$ cat config.mk
export PLATFORM = sky130hd
export DESIGN_NAME = led_seq
export DESIGN_NICKNAME = d
export VERILOG_FILES = /design/src/rtl/led_seq.sv
export SDC_FILE = /design/constraint.sdc
export NUM_CORES = 1
export LEC_CHECK = 0
export ABC_AREA = 1
export CORE_MARGIN = 2
export CORE_UTILIZATION = 40
export CTS_BUF_LIST = sky130_fd_sc_hd__clkbuf_8
export CTS_CLUSTER_SIZE = 25
export DETAILED_ROUTE_END_ITERATION = 16
export SLEW_MARGIN = 15
export SYNTH_ARGS = -nofsm -noshare
export SYNTH_HDL_FRONTEND = slang
export SYNTH_SLANG_ARGS = --single-unit
$ cat constraint.sdc
create_clock -name clock -period 3.3 [get_ports clock]
set_input_delay 0.825 -clock clock [delete_from_list [all_inputs] [get_ports clock]]
set_output_delay 0.825 -clock clock [all_outputs]
set_load 0.01 [all_outputs]
$ cat src/rtl/led_seq.sv
// led_seq -- LED effect sequencer.
//
// Accepts one effect command at a time (OFF, SOLID, BLINK, FADE) and drives a
// registered 16-bit PWM codeword ([15:8] red, [7:0] green) for the downstream
// LED stage. Effects advance on a divided "tick" derived from the clock.
//
// Optional feature: define LED_SEQ_FADE_EN to build the FADE effect. Without it,
// the FADE states are absent and cmd_mode=3 behaves exactly as SOLID.
//
// Ports:
//   clock      system clock, rising-edge
//   resetn     asynchronous active-low reset
//   cmd_valid  command present
//   cmd_ready  block can accept a command (IDLE or SOLID)
//   cmd_mode   0=OFF 1=SOLID 2=BLINK 3=FADE
//   cmd_color  target code, [15:8] red, [7:0] green
//   cmd_count  repetitions for BLINK/FADE, 0 means 16
//   abort      cancel current effect (highest priority)
//   code       registered PWM codeword
//   busy       high in any state other than IDLE or SOLID
//   done       one-cycle pulse when an effect completes
//   state_dbg  current FSM state, for checkers
//
// Handshake: a command transfers on a rising edge where cmd_valid and
// cmd_ready are both 1 and abort is 0; mode, color and count are captured on
// that edge. cmd_valid may be held or dropped freely while cmd_ready is 0.
module led_seq #(
  parameter int TICK_DIV    = 50000,
  parameter int BLINK_TICKS = 250
) (
  input  logic        clock,
  input  logic        resetn,
  input  logic        cmd_valid,
  output logic        cmd_ready,
  input  logic [1:0]  cmd_mode,
  input  logic [15:0] cmd_color,
  input  logic [3:0]  cmd_count,
  input  logic        abort,
  output logic [15:0] code,
  output logic        busy,
  output logic        done,
  output logic [2:0]  state_dbg
);

  localparam int              TW         = (TICK_DIV > 1) ? $clog2(TICK_DIV) : 1;
  localparam logic [TW-1:0]   TICK_LAST  = TW'(TICK_DIV - 1);
  localparam logic [15:0]     BLINK_LAST = 16'(BLINK_TICKS - 1);
  localparam logic [1:0]      MODE_OFF   = 2'd0;
  localparam logic [1:0]      MODE_BLINK = 2'd2;
`ifdef LED_SEQ_FADE_EN
  localparam logic [1:0]      MODE_FADE  = 2'd3;
`endif

  typedef enum logic [2:0] {
    S_IDLE      = 3'd0,
    S_SOLID     = 3'd1,
    S_BLINK_ON  = 3'd2,
    S_BLINK_OFF = 3'd3,
    S_FADE_UP   = 3'd4,
    S_FADE_DOWN = 3'd5
  } state_t;

  state_t        state_q, state_d;
  logic [15:0]   code_q, code_d;
  logic [15:0]   color_q, color_d;
  logic [4:0]    rep_q, rep_d;
  logic [15:0]   blink_q, blink_d;
  logic [TW-1:0] tick_q, tick_d;
  logic          done_q, done_d;
  logic          tick;
  logic          accept;

  assign tick      = (tick_q == TICK_LAST);
  assign cmd_ready = (state_q == S_IDLE) || (state_q == S_SOLID);
  assign accept    = cmd_valid && cmd_ready;
  assign busy      = !cmd_ready;
  assign code      = code_q;
  // Masked so done can never coincide with abort.
  assign done      = done_q && !abort;
  assign state_dbg = state_q;

`ifdef LED_SEQ_FADE_EN
  // Per-channel saturating step; no carry between red and green.
  logic [15:0] fade_up, fade_dn;
  assign fade_up = {(code_q[15:8] < color_q[15:8]) ? code_q[15:8] + 8'd1 : code_q[15:8],
                    (code_q[7:0]  < color_q[7:0])  ? code_q[7:0]  + 8'd1 : code_q[7:0]};
  assign fade_dn = {(code_q[15:8] != 8'd0) ? code_q[15:8] - 8'd1 : code_q[15:8],
                    (code_q[7:0]  != 8'd0) ? code_q[7:0]  - 8'd1 : code_q[7:0]};
`endif

  always_ff @(posedge clock or negedge resetn) begin
    if (!resetn) begin
      state_q <= S_IDLE;
      code_q  <= '0;
      color_q <= '0;
      rep_q   <= '0;
      blink_q <= '0;
      tick_q  <= '0;
      done_q  <= 1'b0;
    end else begin
      state_q <= state_d;
      code_q  <= code_d;
      color_q <= color_d;
      rep_q   <= rep_d;
      blink_q <= blink_d;
      tick_q  <= tick_d;
      done_q  <= done_d;
    end
  end

  always_comb begin
    state_d = state_q;
    code_d  = code_q;
    color_d = color_q;
    rep_d   = rep_q;
    blink_d = blink_q;
    done_d  = 1'b0;
    tick_d  = tick ? '0 : tick_q + TW'(1);

    if (abort) begin
      state_d = S_IDLE;
      code_d  = '0;
      tick_d  = '0;
      blink_d = '0;
      rep_d   = '0;
    end else if (accept) begin
      // Restart the tick phase so every effect sees full-length ticks.
      tick_d  = '0;
      blink_d = '0;
      color_d = cmd_color;
      case (cmd_mode)
        MODE_OFF: begin
          state_d = S_IDLE;
          code_d  = '0;
          done_d  = 1'b1;
        end
        MODE_BLINK: begin
          state_d = S_BLINK_ON;
          code_d  = cmd_color;
          rep_d   = (cmd_count == 4'd0) ? 5'd16 : {1'b0, cmd_count};
        end
`ifdef LED_SEQ_FADE_EN
        MODE_FADE: begin
          state_d = S_FADE_UP;
          code_d  = '0;
          rep_d   = (cmd_count == 4'd0) ? 5'd16 : {1'b0, cmd_count};
        end
`endif
        default: begin
          // SOLID (and FADE when the fade feature is not built).
          state_d = S_SOLID;
          code_d  = cmd_color;
          done_d  = 1'b1;
        end
      endcase
    end else if (tick) begin
      case (state_q)
        S_BLINK_ON: begin
          if (blink_q == BLINK_LAST) begin
            blink_d = '0;
            state_d = S_BLINK_OFF;
            code_d  = '0;
          end else begin
            blink_d = blink_q + 16'd1;
          end
        end
        S_BLINK_OFF: begin
          if (blink_q == BLINK_LAST) begin
            blink_d = '0;
            if (rep_q == 5'd1) begin
              state_d = S_IDLE;
              rep_d   = '0;
              done_d  = 1'b1;
            end else begin
              rep_d   = rep_q - 5'd1;
              state_d = S_BLINK_ON;
              code_d  = color_q;
            end
          end else begin
            blink_d = blink_q + 16'd1;
          end
        end
`ifdef LED_SEQ_FADE_EN
        S_FADE_UP: begin
          // Turn around on the same tick the target is reached.
          code_d = fade_up;
          if (fade_up == color_q) state_d = S_FADE_DOWN;
        end
        S_FADE_DOWN: begin
          code_d = fade_dn;
          if (fade_dn == 16'd0) begin
            if (rep_q == 5'd1) begin
              state_d = S_IDLE;
              rep_d   = '0;
              done_d  = 1'b1;
            end else begin
              rep_d   = rep_q - 5'd1;
              state_d = S_FADE_UP;
            end
          end
        end
`endif
        default: ;
      endcase
    end
  end

endmodule

==> out/metrics.csv <==
metric,value,unit
outcome,finished clean,
post-CTS sizing,0,
Worst Hold Depth,1,
largest net degree at the start of global routing,46,
worst-path maximum fanout,2,
DP Cell Count,717,
largest family of logic cells by synthesized area,simple AND/OR/NAND/NOR gates,
gpl congestion,0.7976,
n_diodes,0,
"Setup Fix Bufs, Post-CTS",0,
"Hold-fix buffers, CTS",0,
DRC Markers,0,
Die W,105.0,um
CP Data Required Time,2470,ps
die height,105.0,um
first-pass GRT wire length,16.88,mm
setup violators final,0,
CP Capture Type,output port,
Hold Path End,tick_q[0]$_DFF_PN0_,
reg2reg start,state_dbg[1]$_DFFE_PN0P_,
DRT iter0 DRCs,164,
Reg2Reg Depth,6,
Worst R2R End,code[12]$_DFFE_PN0P_,
WL/cell,13.38,um
vias in the first global route,3477,
Syn-to-layout area delta,18.40,%
Syn Nets,583,
clk buf depth,2,
CTS tree,built,
Worst EP arrival,2020,ps
Final Hold Fails,0,
remaining antenna violation count after routing,0,
simple-gate share of the synthesized area,36.89,%
Die Area,11020,um^2
met2 routed WL,4.591,mm
post-route cell area,4831,um^2
layout cells sized above 1,7.833,%
Area after DPL,4626,um^2
Final Non-Filler Cells,733,
Port Buf Inserts,46,
register area share after synthesis,44.16,%
WL met3,323,um
GRT overflow,0,
top sig layer,met4,
Leak Pwr,2.243,nW
Sum Neg Setup Slack,0,ps
most frequent cells in the layout,"nand2_1 (193), dfrtp_1 (72), nor2_1 (59), inv_1 (46), clkdlybuf4s50_1 (45)",
Ys Warns,0,
Pre-antenna DRT Iters,5,
Rows,36,
Synth Area in XOR/XNOR,1.288,%
"commonest non-fill, non-tap cell in the layout",nand2_1,
Fmax achieved,0.3517,GHz
core area,9819,um^2
Synth Area in Compound Gates,7.912,%
crit start category,primary input,
clock skew,11.80,ps
vias per cell,4.980,
Sink Count,72,
Post-synth EDFFs,0,
final worst slack,456.6,ps
H-Tree Depth,3,
Routed WL,9.804,mm
Final Max Slew Viols,0,
routed length on met1,4.791,mm
Total Routing Usage GR,18.89,%
Starting Density,41.55,%
Tmin final,2843,ps
clock root buffer,clkbuf_8,
RSZ-0062 raised after global routing,false,
maximum VDD drop,267.3,uV
vias after detailed routing,3650,
Place WS,451.5,ps
multiplexer share of the synthesized area,0,%
Synth Area in Adders,1.533,%
Slew HR,53.12,%
Mapped Area,4080,um^2
fin crit share,86.16,%
Most used DFF post-synth,dfrtp_1,
initial antenna violation count,0,
PwrDens,513.7,nW/um^2
MaxCap Viol Count,0,
worst min path class,reg -> reg,
Synth Area per Inst,7.392,um^2
Worst Max-Slew Pin Slew,703.2,ps
CP Class,in -> out,
final net count,626,
count of state elements after synthesis,72,
Post-Syn Instances,552,
R2R Setup Slk,1210,ps
clk slew on worst S/H paths,80,ps
min-delay src,tick_q[0]$_DFF_PN0_,
post-synth cell types,37,
boundary pin count,48,
HPWL after DPL,6.920,mm
latest clock arrival within the worst-skew pair,350,ps
Async SR Flop Fraction,100.0,%
total CTS buffers,9,
power by group:
part / total [mW] / internal (mW) / leakage (nW) / switching (mW)
clock network: 0.733 / 0.372 / 0.0989 / 0.360
logic: 0.639 / 0.254 / 1.18 / 0.385
registers: 1.11 / 1.01 / 0.966 / 0.0955
total: 2.48 / 1.64 / 2.24 / 0.840
worst max-delay path: stages:
cell,delay (ps)
clkdlybuf4s50_1,470
nor2_1,160
clkdlybuf4s50_1,560
worst max-delay path by stage:
stage | slack [ps] | depth (start not counted) | start | end
4_1_cts | 450 | 3 | abort | done
6_report | 460 | 3 | abort | done
5_1_grt | 430 | 3 | abort | done
2_1_floorplan | 1160 | 3 | abort | done
3_5_place_dp | 450 | 3 | abort | done
3_3_place_gp | 440 | 3 | abort | done
layout make-up:
type / instances / area [um^2]
Tap cell: 133 / 166.4
Timing Repair Buffer: 52 / 513.0
Sequential cell: 72 / 1802
Inverter: 52 / 197.7
Clock inverter: 6 / 67.56
Clock buffer: 10 / 137.6
Multi-Input combinational cell: 408 / 1947
Fill cell: 1028 / 4989
cell usage after synthesis (5+ instances only):
master | n | area share (%)
nor2_1 | 59 | 5.4
ha_1 | 5 | 1.5
buf_6 | 5 | 1.4
o21ai_0 | 18 | 2.2
nor3_1 | 6 | 0.74
a21oi_2 | 5 | 1.1
nand2_1 | 193 | 18
dfrtp_1 | 72 | 44
nand3_1 | 35 | 4.3
nand4_1 | 28 | 4.3
a21oi_1 | 25 | 3.1
buf_2 | 8 | 0.98
inv_1 | 46 | 4.2
metrics by stage:
step,hold slack [ps],total power [mW],utilization [%]
2_1_floorplan,432.9,1.535,-
3_3_place_gp,446.3,1.749,47.11
3_5_place_dp,458.5,1.766,47.11
4_1_cts,474.8,2.508,49.20
5_1_grt,493.9,2.642,49.20
6_report,466.0,2.481,49.20
state kept, by name (all words and copies together) (netlist names):
signal	count
rep_q	5
blink_q	16
state_dbg	2
tick_q	16
code	16
done_q	1
color_q	16
kinds of logic after synthesis:
family	after synthesis
adders and majority gates	5
other	1
DFF	72
and+or+nand+nor	338
AOI/OAI and AO/OA	58
buffers and inverters	72
xor gates and xnor gates	6
routing by layer:
metal  vias up  GRT usage, %
met3        10         3.431
met5         -             0
li1       1864             -
met4         0         4.571
met1      1717         26.53
met2        59         30.24
(Power assumes the default switching activity.)
